--- config.mk ---
export PLATFORM = sky130hd
export DESIGN_NAME = barrel_shifter_pipe
export DESIGN_NICKNAME = d
export VERILOG_FILES = /design/src/rtl/barrel_shifter_pipe.sv
export SDC_FILE = /design/constraint.sdc
export NUM_CORES = 1
export LEC_CHECK = 0
export CAP_MARGIN = 40
export CORE_MARGIN = 1.5
export CORE_UTILIZATION = 55
export CTS_CLUSTER_SIZE = 20
export DETAILED_ROUTE_END_ITERATION = 8
export HOLD_SLACK_MARGIN = 0.12
export PLACE_DENSITY = 0.75
export SYNTH_ARGS = -nofsm -noshare
export SYNTH_HDL_FRONTEND = slang
export SYNTH_SLANG_ARGS = --single-unit
--- constraint.sdc ---
create_clock -name clk -period 1.8 [get_ports clk]
set_input_delay 0.18 -clock clk [delete_from_list [all_inputs] [get_ports clk]]
set_output_delay 0.18 -clock clk [all_outputs]
set_load 0.01 [all_outputs]
--- src/rtl/barrel_shifter_pipe.sv ---
// Pipelined barrel shifter: LSL/LSR/ASR/ROR/ROL with carry-out and a sideband tag, registered
// every REG_EVERY mux levels, with valid/ready backpressure through every stage.
module barrel_shifter_pipe #(
    parameter int unsigned WIDTH     = 32,
    parameter int unsigned REG_EVERY = 1,
    parameter int unsigned TAG_W     = 4
) (
    input  logic                     clk,
    input  logic                     rst,
    input  logic                     in_valid,
    output logic                     in_ready,
    input  logic [WIDTH-1:0]         in_data,
    input  logic [$clog2(WIDTH)-1:0] in_amt,
    input  logic [2:0]               in_op,
    input  logic [TAG_W-1:0]         in_tag,
    output logic                     out_valid,
    input  logic                     out_ready,
    output logic [WIDTH-1:0]         out_data,
    output logic                     out_carry,
    output logic [TAG_W-1:0]         out_tag
);

    localparam int unsigned SHW = $clog2(WIDTH);
    localparam int unsigned LAT = (SHW + REG_EVERY - 1) / REG_EVERY;

    localparam logic [2:0] OpLsl = 3'b000;
    localparam logic [2:0] OpLsr = 3'b001;
    localparam logic [2:0] OpAsr = 3'b010;
    localparam logic [2:0] OpRor = 3'b011;
    localparam logic [2:0] OpRol = 3'b100;

    for (genvar s = 0; s < LAT; s++) begin : g_stage
        localparam int unsigned First = s * REG_EVERY;
        // Shift-amount bits still pending when a beat enters this stage.
        localparam int unsigned AmtW  = SHW - First;
        localparam int unsigned NLvl  = (AmtW < REG_EVERY) ? AmtW : REG_EVERY;

        logic             valid_in;
        logic [WIDTH-1:0] data_in;
        logic             carry_in;
        logic [AmtW-1:0]  amt_in;
        logic [2:0]       op_in;
        logic [TAG_W-1:0] tag_in;
        logic             adv;

        logic             valid_q, valid_d;
        logic [WIDTH-1:0] data_q, data_d;
        logic             carry_q, carry_d;
        logic [TAG_W-1:0] tag_q, tag_d;

        if (s == 0) begin : g_src_port
            assign valid_in = in_valid;
            assign data_in  = in_data;
            assign carry_in = 1'b0;
            assign amt_in   = in_amt;
            assign op_in    = in_op;
            assign tag_in   = in_tag;
        end else begin : g_src_reg
            assign valid_in = g_stage[s-1].valid_q;
            assign data_in  = g_stage[s-1].data_q;
            assign carry_in = g_stage[s-1].carry_q;
            assign amt_in   = g_stage[s-1].g_fwd.amt_q;
            assign op_in    = g_stage[s-1].g_fwd.op_q;
            assign tag_in   = g_stage[s-1].tag_q;
        end

        if (s == LAT - 1) begin : g_adv_last
            assign adv = !valid_q || out_ready;
        end else begin : g_adv_mid
            assign adv = !valid_q || g_stage[s+1].adv;
        end

        // Carry is refreshed at each active level with the last bit that level pushes out;
        // composed over all levels this is the last bit shifted out by the full amount.
        for (genvar j = 0; j < NLvl; j++) begin : g_lvl
            localparam int unsigned Sh = 1 << (First + j);

            logic [WIDTH-1:0] din, dout;
            logic             cin, cout;

            if (j == 0) begin : g_first
                assign din = data_in;
                assign cin = carry_in;
            end else begin : g_next
                assign din = g_lvl[j-1].dout;
                assign cin = g_lvl[j-1].cout;
            end

            always_comb begin
                dout = din;
                cout = cin;
                if (amt_in[j]) begin
                    case (op_in)
                        OpLsl: begin
                            cout = din[WIDTH-Sh];
                            dout = din << Sh;
                        end
                        OpLsr: begin
                            cout = din[Sh-1];
                            dout = din >> Sh;
                        end
                        OpAsr: begin
                            cout = din[Sh-1];
                            dout = $signed(din) >>> Sh;
                        end
                        OpRor: begin
                            cout = din[Sh-1];
                            dout = (din >> Sh) | (din << (WIDTH - Sh));
                        end
                        OpRol: begin
                            cout = din[WIDTH-Sh];
                            dout = (din << Sh) | (din >> (WIDTH - Sh));
                        end
                        default: ;
                    endcase
                end
            end
        end

        always_comb begin
            valid_d = valid_q;
            data_d  = data_q;
            carry_d = carry_q;
            tag_d   = tag_q;
            if (adv) begin
                valid_d = valid_in;
                if (valid_in) begin
                    data_d  = g_lvl[NLvl-1].dout;
                    carry_d = g_lvl[NLvl-1].cout;
                    tag_d   = tag_in;
                end
            end
        end

        always_ff @(posedge clk) begin
            if (rst) begin
                valid_q <= 1'b0;
                data_q  <= '0;
                carry_q <= 1'b0;
                tag_q   <= '0;
            end else begin
                valid_q <= valid_d;
                data_q  <= data_d;
                carry_q <= carry_d;
                tag_q   <= tag_d;
            end
        end

        // Op and the unconsumed amount bits only need to reach the stages that still shift.
        if (s < LAT - 1) begin : g_fwd
            localparam int unsigned FwdW = AmtW - NLvl;

            logic [FwdW-1:0] amt_q, amt_d;
            logic [2:0]      op_q, op_d;

            always_comb begin
                amt_d = amt_q;
                op_d  = op_q;
                if (adv && valid_in) begin
                    amt_d = amt_in[AmtW-1:NLvl];
                    op_d  = op_in;
                end
            end

            always_ff @(posedge clk) begin
                if (rst) begin
                    amt_q <= '0;
                    op_q  <= '0;
                end else begin
                    amt_q <= amt_d;
                    op_q  <= op_d;
                end
            end
        end
    end

    assign in_ready  = g_stage[0].adv;
    assign out_valid = g_stage[LAT-1].valid_q;
    assign out_data  = g_stage[LAT-1].data_q;
    assign out_carry = g_stage[LAT-1].carry_q;
    assign out_tag   = g_stage[LAT-1].tag_q;

endmodule

[After elaboration in Yosys (flattened, before gate mapping)]
Cells that the tools add are included.
Word-level totals
  register bits after elaboration: 212
  output and inout port bits: 39
  word-level logic and storage cells: 112
Operators by class
  eq/ne operators: 20
  mux-type cells: 20
  bitwise gates (word level): 9
  reduce and logical (&&, ||, !) cells: 35
Operators with widths (number)
  $pmux W32 S5: 4
  $mux W32: 5
  $pmux W32 S4: 1
  $or A24 B32 Y32: 1
  $or A28 B32 Y32: 1
  $or A30 B32 Y32: 1
  $or A31 B32 Y32: 1
  $or A32 B1 Y32: 1
  $or A32 B16 Y32: 1
  $or A32 B2 Y32: 1
  $or A32 B4 Y32: 1
  $or A32 B8 Y32: 1
  $eq A3 B2 Y1 const B: 10
  $eq A3 B1 Y1 const B: 5
  $eq A3 B3 Y1 const B: 5
  $logic_not A3 Y1: 5
  $reduce_or A3 Y1: 5
  $reduce_or A2 Y1: 6
  $pmux W1 S2: 5
  $reduce_and A2 Y1: 5
  $logic_not A1 Y1: 5
  $logic_or A1 B1 Y1: 5
  $mux W1: 5
  $logic_and A1 B1 Y1: 4

[Depth between registers and ports, before layout]
Gate-level depths: netlist of run 1.
  word-level depth: 7
  mapped depth: 7

[Worst setup path before layout of run 1]
OpenSTA, ideal clock, no wires.
  kind: register to register
  start: register g_stage[1].g_fwd.op_q[0]
  end: register g_stage[2].data_q[21]
  data arrival time: 1.524 ns
  setup slack: 0.144 ns
  stages on the path, launching flop included: 7
  buffers on the path: 2
  cell sequence: dfxtp_1 > buf_2 > nor2_2 > buf_2 > mux2_2 > a221oi_1 > nor3_1
Between the ends
  cells in the longest elaborated chain, start to end: 3
Ends and longest elaborated chain
  start: declaration: RTL line 154  | logic [2:0] op_q, op_d;
  start signal: assignment: RTL line 171  | op_q <= op_d;
  $eq A3 B3 Y1 (tied with other cells): RTL line 93  | case (op_in)
  $pmux W32 S5 (*): RTL line 93
  $mux W32 (*): RTL line 92  | if (amt_in[j]) begin
  end signal: assignment: RTL line 143  | data_q <= data_d;
  end: declaration: RTL line 47  | logic [WIDTH-1:0] data_q, data_d;
Every way passes the cells marked *; elsewhere a longest branch is shown, timed or not.
A chain may end at the register's enable or synchronous reset.

[Worst setup path after layout of run 1]
  start: register g_stage[1].g_fwd.op_q[0]
  end: register g_stage[2].data_q[18]
The elaborated chain is that of the path after synthesis.

==> results.md, run 1 <==
* Status: completed
* Share of synthesized flip-flops with an asynchronous set or reset at 0%
* Capturing instance or port of the critical path: g_stage[2].data_q[18]
* Routability congestion estimate from global placement at 0.916
* Cell types occupying the most area after synthesis: sky130_fd_sc_hd__dfxtp_1 (38%), sky130_fd_sc_hd__a21oi_1 (6.1%), sky130_fd_sc_hd__nand2_1 (5.8%), sky130_fd_sc_hd__a221oi_1 (5.0%), sky130_fd_sc_hd__o21ai_0 (4.8%)
* Top Metal Used: met4
* Tot Pwr at 11.6 mW
* Number of global-route vias before repair at 10500
* Net switching share of the total power at 24.6%
* Number of synthesized flops with an enable pin at 0
* Min-delay worst type: input pin to flop
* Cell area power density at 843 mW/mm²
* Clock tree root buffer cell: sky130_fd_sc_hd__clkbuf_16
* Crit path DAT at 2.14 ns
* Floorplan die width at 146 µm
* Maximum count of clock buffers along a single path at 3
* Synth Flop Type: sky130_fd_sc_hd__dfxtp_1
* Headroom to the max-slew limit at 63.3%
* Total of flip-flops plus latches after synthesis at 212
* Metal1 wirelength at 14700 µm
* Final setup vio count at 0
* Area of the mapped netlist at 0.0113 mm²
* Via count at 11300
* Internal power consumption at 8.74 mW
* Maximum number of pins on one net before global-route repair at 63
* Gate power share at 10.8%
* Final clock period utilization by the worst path at 97.4%
* First-pass GRT wire length at 54900 µm
* Routed wire per std cell at 18.6 µm
* Cell Rows at 52
* Number of buffers inserted during clock tree synthesis at 24
* Area share of the leading cell type in the synthesized netlist at 37.5%
* Count of placed standard cells including taps at 1740
* Avg Synthesized Cell Area at 7.85 µm²
* Count of inserted antenna diode cells at 0
* Core Region at 0.0202 mm²
* Part of the total power dissipated in sequential elements at 44.1%
* Final Instance Area at 0.0138 mm²
* CTS tree: done
* Net Count, Synth at 1490
* Clock latency on the worst-skew pair at 0.51 ns
* Final slew viol count at 0
* Post-synthesis sequential area ratio at 37.5%
* CP Capture Type: flop
* Crit Reg-Reg Startpoint: g_stage[1].g_fwd.op_q[0]
* Clock sinks at 212
* Clock-pin slew reported for the worst setup and hold paths after clock tree synthesis at 0.06 ns
* Critical path launch point: g_stage[1].g_fwd.op_q[0]
* Drt first pass iters at 6
* Peak fanout along the critical path at 31
* Antenna Nets Post-Route at 0
* Post-DR vias/cell at 6.34
* Clock Skews at 0.00915 ns
* Post-DP Area at 0.0129 mm²
* Endpoint of the lowest-slack register-to-register path: g_stage[2].data_q[18]
* Initial cell density of the core at 55.9%
* CTS H-tree lvls at 1
* Final cell count without fillers at 1786
* Yosys cell types at 51
* Port-buffer cells at 86
* Worst reg-to-reg path cell count at 6
* Static Leak at 4.73 nW
* Setup repair after global routing missed its margin: false
* Initial antenna violation count at 0
* Library cell with the highest instance count after synthesis: sky130_fd_sc_hd__dfxtp_1
* Element type at the critical path start: flop
* Top cells by instance count after synthesis: sky130_fd_sc_hd__dfxtp_1 (212), sky130_fd_sc_hd__nand2_1 (174), sky130_fd_sc_hd__a21oi_1 (139)
* Register-to-register setup slack at 0.05 ns
* HPWL reported at the end of detailed placement at 22400 µm
* Start-to-end type of the worst setup path: flop to flop
* Part of the total power dissipated in the clock network at 45.1%
* Final period demand of the worst path at 1.75 ns
* Die height at 146 µm
* Total met2 wirelength after detailed routing at 15700 µm
* Synth warnings at 0
* Peak supply drop at 723 µV
* Iteration-0 DRC count of the detailed router at 1234
* Maximum clock frequency at 571 MHz
* Required time at the endpoint of the critical path at 2.18 ns
* Count of mapped cells out of synthesis at 1442
* Aggregate global routing overflow at 0
* Final hold violation count at 0
* Final nets at 1548
* Count of unresolved DRC violations after routing at 0
* Synthesis-to-layout area growth at 21.6%
* Floorplan die area at 0.0214 mm²
* Overall fraction of global-route tracks in use at 30.6%
* Worst Max-Slew Pin Slew at 0.547 ns
* Switching power at 2.85 mW
* Library cell with the largest summed area after synthesis: sky130_fd_sc_hd__dfxtp_1
* Total length of routed met3 wires at 2260 µm
* Wire length after detailed routing at 33100 µm
* Number of maximum-capacitance constraint violations at 0
* Share of layout cells above drive strength 1 at 12.6%
* Boundary Pins at 87
final cells by class:
| cell class | count | area, µm² |
|---|---|---|
| clock buffer | 37 | 751 |
| sequential | 212 | 4250 |
| inverter | 8 | 30.0 |
| clock inverter | 5 | 103 |
| timing repair buffer | 180 | 1850 |
| tap | 270 | 338 |
| fill | 1698 | 6480 |
| multi-input combinational | 1074 | 6430 |
how the worst min path moves through the flow:
stage / slack, ns / depth (start not counted) / start / end
floorplan: 0.32 / 2 / in_amt[2] / g_stage[0].g_fwd.amt_q[1]
global placement: 0.44 / 2 / g_stage[1].tag_q[1] / g_stage[2].tag_q[1]
detailed placement: 0.45 / 2 / g_stage[2].tag_q[3] / g_stage[3].tag_q[3]
CTS: 0.20 / 3 / in_tag[3] / g_stage[0].tag_q[3]
global route: 0.22 / 3 / in_tag[2] / g_stage[0].tag_q[2]
finish: 0.21 / 3 / in_amt[1] / g_stage[0].g_fwd.amt_q[0]
per-layer routing:
metal  track usage, %  vias to the layer above
li1                 -                     5396
met1             43.1                     5406
met2             50.1                      465
met3             3.81                       54
met4             7.27                        0
met5                0                        -
cells in the final DEF (no fill, tap or decap), types with 8 or more instances in the layout:
cell type,instances
sky130_fd_sc_hd__dfxtp_1,206
sky130_fd_sc_hd__nor2b_1,52
sky130_fd_sc_hd__a222oi_1,8
sky130_fd_sc_hd__a32o_1,14
sky130_fd_sc_hd__o32ai_1,29
sky130_fd_sc_hd__and2_1,32
sky130_fd_sc_hd__clkdlybuf4s50_1,84
sky130_fd_sc_hd__mux2_2,34
sky130_fd_sc_hd__o221ai_1,15
sky130_fd_sc_hd__buf_4,71
sky130_fd_sc_hd__nand3_1,18
sky130_fd_sc_hd__clkbuf_8,8
sky130_fd_sc_hd__a221oi_1,65
sky130_fd_sc_hd__nor3b_1,58
sky130_fd_sc_hd__nand2_1,174
sky130_fd_sc_hd__mux2_1,10
sky130_fd_sc_hd__nand2b_1,10
sky130_fd_sc_hd__buf_12,23
sky130_fd_sc_hd__nor2_1,126
sky130_fd_sc_hd__nor3_1,54
sky130_fd_sc_hd__a21oi_1,139
sky130_fd_sc_hd__o21ai_0,109
sky130_fd_sc_hd__clkbuf_16,25
sky130_fd_sc_hd__a211oi_1,69
sky130_fd_sc_hd__a22oi_1,9
worst max-delay path, cell delays in order (launching register included):
cell,delay (ns)
sky130_fd_sc_hd__dfxtp_1,0.31
sky130_fd_sc_hd__nor2_2,0.16
sky130_fd_sc_hd__buf_12,0.22
sky130_fd_sc_hd__mux2_2,0.35
sky130_fd_sc_hd__a221oi_1,0.34
sky130_fd_sc_hd__buf_4,0.18
sky130_fd_sc_hd__nor3_1,0.04
power by group through the flow:
stage	clock network (mW)	logic, mW	registers, mW
floorplan	0	0.793	5.10
global placement	0	1.21	5.20
detailed placement	0	1.23	5.20
CTS	5.26	1.24	5.10
global route	5.46	1.38	5.13
finish	5.23	1.25	5.11
kinds of logic after synthesis:
group	count (synthesis)	synth area share [%]
multiplexers	49	4.82
AO/OA/AOI/OAI	486	28.8
buffers and inverters	156	5.81
flip-flops	212	37.5
AND/OR/NAND/NOR	539	23.1
through the flow:
step / setup TNS [ns] / setup slack, ns / hold slack [ns] / utilization, %
after floorplan: 0 / 0.144 / 0.316 / -
after global routing: 0 / 0.0260 / 0.219 / 68.0
after CTS: 0 / 0.00228 / 0.202 / 67.9
after detailed placement: -2.19 / -0.169 / 0.446 / 63.5
final: 0 / 0.0473 / 0.209 / 68.0
after global placement: -1.20 / -0.162 / 0.440 / 63.5
state kept, by name, indices dropped and copies added (netlist names):
signal and count:
g_stage.g_fwd.amt_q 10, g_stage.g_fwd.op_q 12, out_carry 1, out_valid 1, out_tag 4, g_stage.data_q 128
g_stage.carry_q 4, g_stage.tag_q 16, g_stage.valid_q 4, out_data 32
repair_timing:
action / CTS / global route
pin swaps: 1 / 1
gates resized for setup: 3 / 8
endpoints found under the hold margin: 7 / 0
endpoints found under the setup margin: 1 / 43
buffers inserted: 1 / 2
hold buffers: 1 / 0
(Power assumes the default switching activity.)
==> inputs of run 2 (changes only) <==
Settings changed: RECOVER_POWER set to 25.
==> results.md, run 2 (synthesis gave the netlist of run 1 again) <==
* Number of global-route vias before repair at 10500 (unchanged)
* Worst Max-Slew Pin Slew at 0.550 ns (was 0.547 ns)
* Via count at 11300 (about the same)
* Static Leak at 4.71 nW (was 4.73 nW)
* Routability congestion estimate from global placement at 0.916 (unchanged)
* Number of flip-flops in the largest register at 128 (unchanged)
* Crit path DAT at 2.13 ns (was 2.14 ns)
* Gate power share at 10.7% (was 10.8%)
* Multi-input combinational cell area at 0.00643 mm² (about the same)
* Count of unresolved DRC violations after routing at 0 (unchanged)
* CTS tree: done (unchanged)
* Count of inserted antenna diode cells at 0 (unchanged)
* Final worst setup slack at 0.0521 ns (was 0.0473 ns)
* Stages on worst setup path at 6 (unchanged)
* Hold Crit Start: in_tag[2] (was in_amt[1])
* Part of the total power dissipated in sequential elements at 44.1% (about the same)
* Part of the total power dissipated in the clock network at 45.1% (about the same)
* Start-to-end type of the worst setup path: flop to flop (unchanged)
* Filler Cells Inserted at 1708 (was 1698)
* Final nets at 1548 (unchanged)
* Initial cell density of the core at 55.9% (unchanged)
* Number of cells on the worst hold path at 3 (unchanged)
* Clock Skews at 0.0124 ns (was 0.00915 ns)
* CP Capture Type: flop (unchanged)
* Status: completed (unchanged)
* Critical path launch point: g_stage[1].g_fwd.op_q[0] (unchanged)
* Element type at the critical path start: flop (unchanged)
* Overall fraction of global-route tracks in use at 30.6% (unchanged)
* Worst Hold Margin at 0.207 ns (was 0.209 ns)
* Master of the slowest instance on the critical path: sky130_fd_sc_hd__mux2_2 (unchanged)
* Initial antenna violation count at 0 (unchanged)
* Net switching share of the total power at 24.6% (about the same)
* Internal power consumption at 8.73 mW (was 8.74 mW)
* Setup repair after global routing missed its margin: false (unchanged)
* Peak supply drop at 726 µV (was 723 µV)
* Routed wire per std cell at 18.6 µm (about the same)
* Min-delay worst type: input pin to flop (unchanged)
* Kind of cell with the highest combined delay on the critical path: buffers and inverters (unchanged)
* Drt first pass iters at 6 (unchanged)
* Clock latency on the worst-skew pair at 0.52 ns (was 0.51 ns)
* Iteration-0 DRC count of the detailed router at 1236 (was 1234)
* Final period demand of the worst path at 1.75 ns (about the same)
* Number of buffers inserted during clock tree synthesis at 24 (unchanged)
* Floorplan die width at 146 µm (unchanged)
* Biggest register: g_stage.data_q (unchanged)
* Final slew viol count at 0 (unchanged)
* Wire length after detailed routing at 33200 µm (was 33100 µm)
* Final hold violation count at 0 (unchanged)
* Peak fanout along the critical path at 31 (unchanged)
* Clock sinks at 212 (unchanged)
* Switching power at 2.85 mW (about the same)
* Port-buffer cells at 86 (unchanged)
* Tot Pwr at 11.6 mW (about the same)
* Worst path bufs/invs at 2 (unchanged)
* Number of maximum-capacitance constraint violations at 0 (unchanged)
* CTS H-tree lvls at 1 (unchanged)
* Clock-pin slew reported for the worst setup and hold paths after clock tree synthesis at 0.06 ns (about the same)
* Cell Rows at 52 (unchanged)
* First-pass GRT wire length at 54900 µm (unchanged)
* Area taken by flip-flops and latches at 0.00425 mm² (unchanged)
* Maximum clock frequency at 572 MHz (was 571 MHz)
* Clock tree root buffer cell: sky130_fd_sc_hd__clkbuf_16 (unchanged)
* HPWL reported at the end of detailed placement at 22400 µm (unchanged)
* Final clock period utilization by the worst path at 97.1% (was 97.4%)
* Crit Reg-Reg Startpoint: g_stage[1].g_fwd.op_q[0] (unchanged)
* Post-DR vias/cell at 6.33 (was 6.34)
* Maximum number of pins on one net before global-route repair at 63 (unchanged)
* Die height at 146 µm (unchanged)
* Crit-path cells: nor2_2 > buf_12 > mux2_2 > a221oi_1 > buf_4 > nor3_1 (unchanged)
* Antenna Nets Post-Route at 0 (unchanged)
* Worst setup slack before clock tree synthesis at -0.169 ns (unchanged)
* Floorplan die area at 0.0214 mm² (unchanged)
* Core Region at 0.0202 mm² (unchanged)
* Aggregate global routing overflow at 0 (unchanged)
* Share of layout cells above drive strength 1 at 12.5% (was 12.6%)
* Required time at the endpoint of the critical path at 2.18 ns (about the same)
* Worst reg-to-reg path cell count at 6 (unchanged)
* Final setup vio count at 0 (unchanged)
* Headroom to the max-slew limit at 63.1% (was 63.3%)
* CP max stage delay at 0.35 ns (about the same)
* Cell area power density at 845 mW/mm² (was 843 mW/mm²)
* Maximum count of clock buffers along a single path at 3 (unchanged)
* Most common cell after layout, fill and taps aside: sky130_fd_sc_hd__dfxtp_1 (unchanged)
* Setup Total Neg Slack at 0 ns (unchanged)
* Boundary Pins at 87 (unchanged)
* Commonest cells after routing, fill and taps aside: sky130_fd_sc_hd__dfxtp_1 (206), sky130_fd_sc_hd__nand2_1 (174), sky130_fd_sc_hd__a21oi_1 (139), sky130_fd_sc_hd__nor2_1 (126), sky130_fd_sc_hd__o21ai_0 (110) (was sky130_fd_sc_hd__dfxtp_1 (206), sky130_fd_sc_hd__nand2_1 (174), sky130_fd_sc_hd__a21oi_1 (139), sky130_fd_sc_hd__nor2_1 (126), sky130_fd_sc_hd__o21ai_0 (109))
* Synthesis-to-layout area growth at 21.2% (was 21.6%)
-- run 2: repair_timing --
item                                   4_1_cts  5_1_grt
endpoints found under the hold margin        7        0
pin swaps                                    1        1
resized for setup                            3        8
hold buffers                                 1        0
setup endpoints to repair                    1       43
buffers inserted                             1        2
-- run 2: metrics by stage --
stage / instances / cell area (µm²) / util [%]
after floorplan: 1442 / 11300 / -
final: 1786 / 13700 / 67.7
after global routing: 1786 / 13700 / 67.7
after global placement: 1740 / 12900 / 63.5
after detailed placement: 1740 / 12900 / 63.5
after CTS: 1784 / 13700 / 67.9
-- run 2: layout make-up --
class                           count  area share, %
Multi-Input combinational cell   1074           46.9
Sequential cell                   212           31.0
Timing Repair Buffer              180           13.2
Inverter                            8          0.219
Clock buffer                       37           5.48
Clock inverter                      5          0.748
Tap cell                          270           2.46
-- run 2: final timing paths --
check                                end  slack, ns
hold / removal       g_stage[0].tag_q[2]       0.21
hold reg to reg   g_stage[3].g_fwd.amt_q       0.45
setup reg to reg   g_stage[2].data_q[18]       0.05
setup / recovery   g_stage[2].data_q[18]       0.05
-- run 2: metal layers --
metal  part of all wire (%)  global-route usage [%]  routed length, µm  vias up
li1                       -                       -                  -     5412
met1                     44                    43.1              14800     5410
met2                     47                    50.1              15700      442
met3                    6.6                    3.81               2180       48
met4                    1.6                    7.27                522        0
met5                      0                       0                  0        -
-- run 2: power by group through the flow --
stage | Sequential, mW | Combinational [mW] | Clock [mW]
after floorplan | 5.10 | 0.793 | 0
after global placement | 5.20 | 1.21 | 0
after detailed placement | 5.20 | 1.23 | 0
after CTS | 5.10 | 1.24 | 5.26
after global routing | 5.13 | 1.36 | 5.46
final | 5.11 | 1.24 | 5.23
-- run 2: worst min-delay path: cells and delay by family --
kind	cells	cell delay, ns
compound gates	1	0.05
buf+inv	1	0.40
simple gates	1	0.05
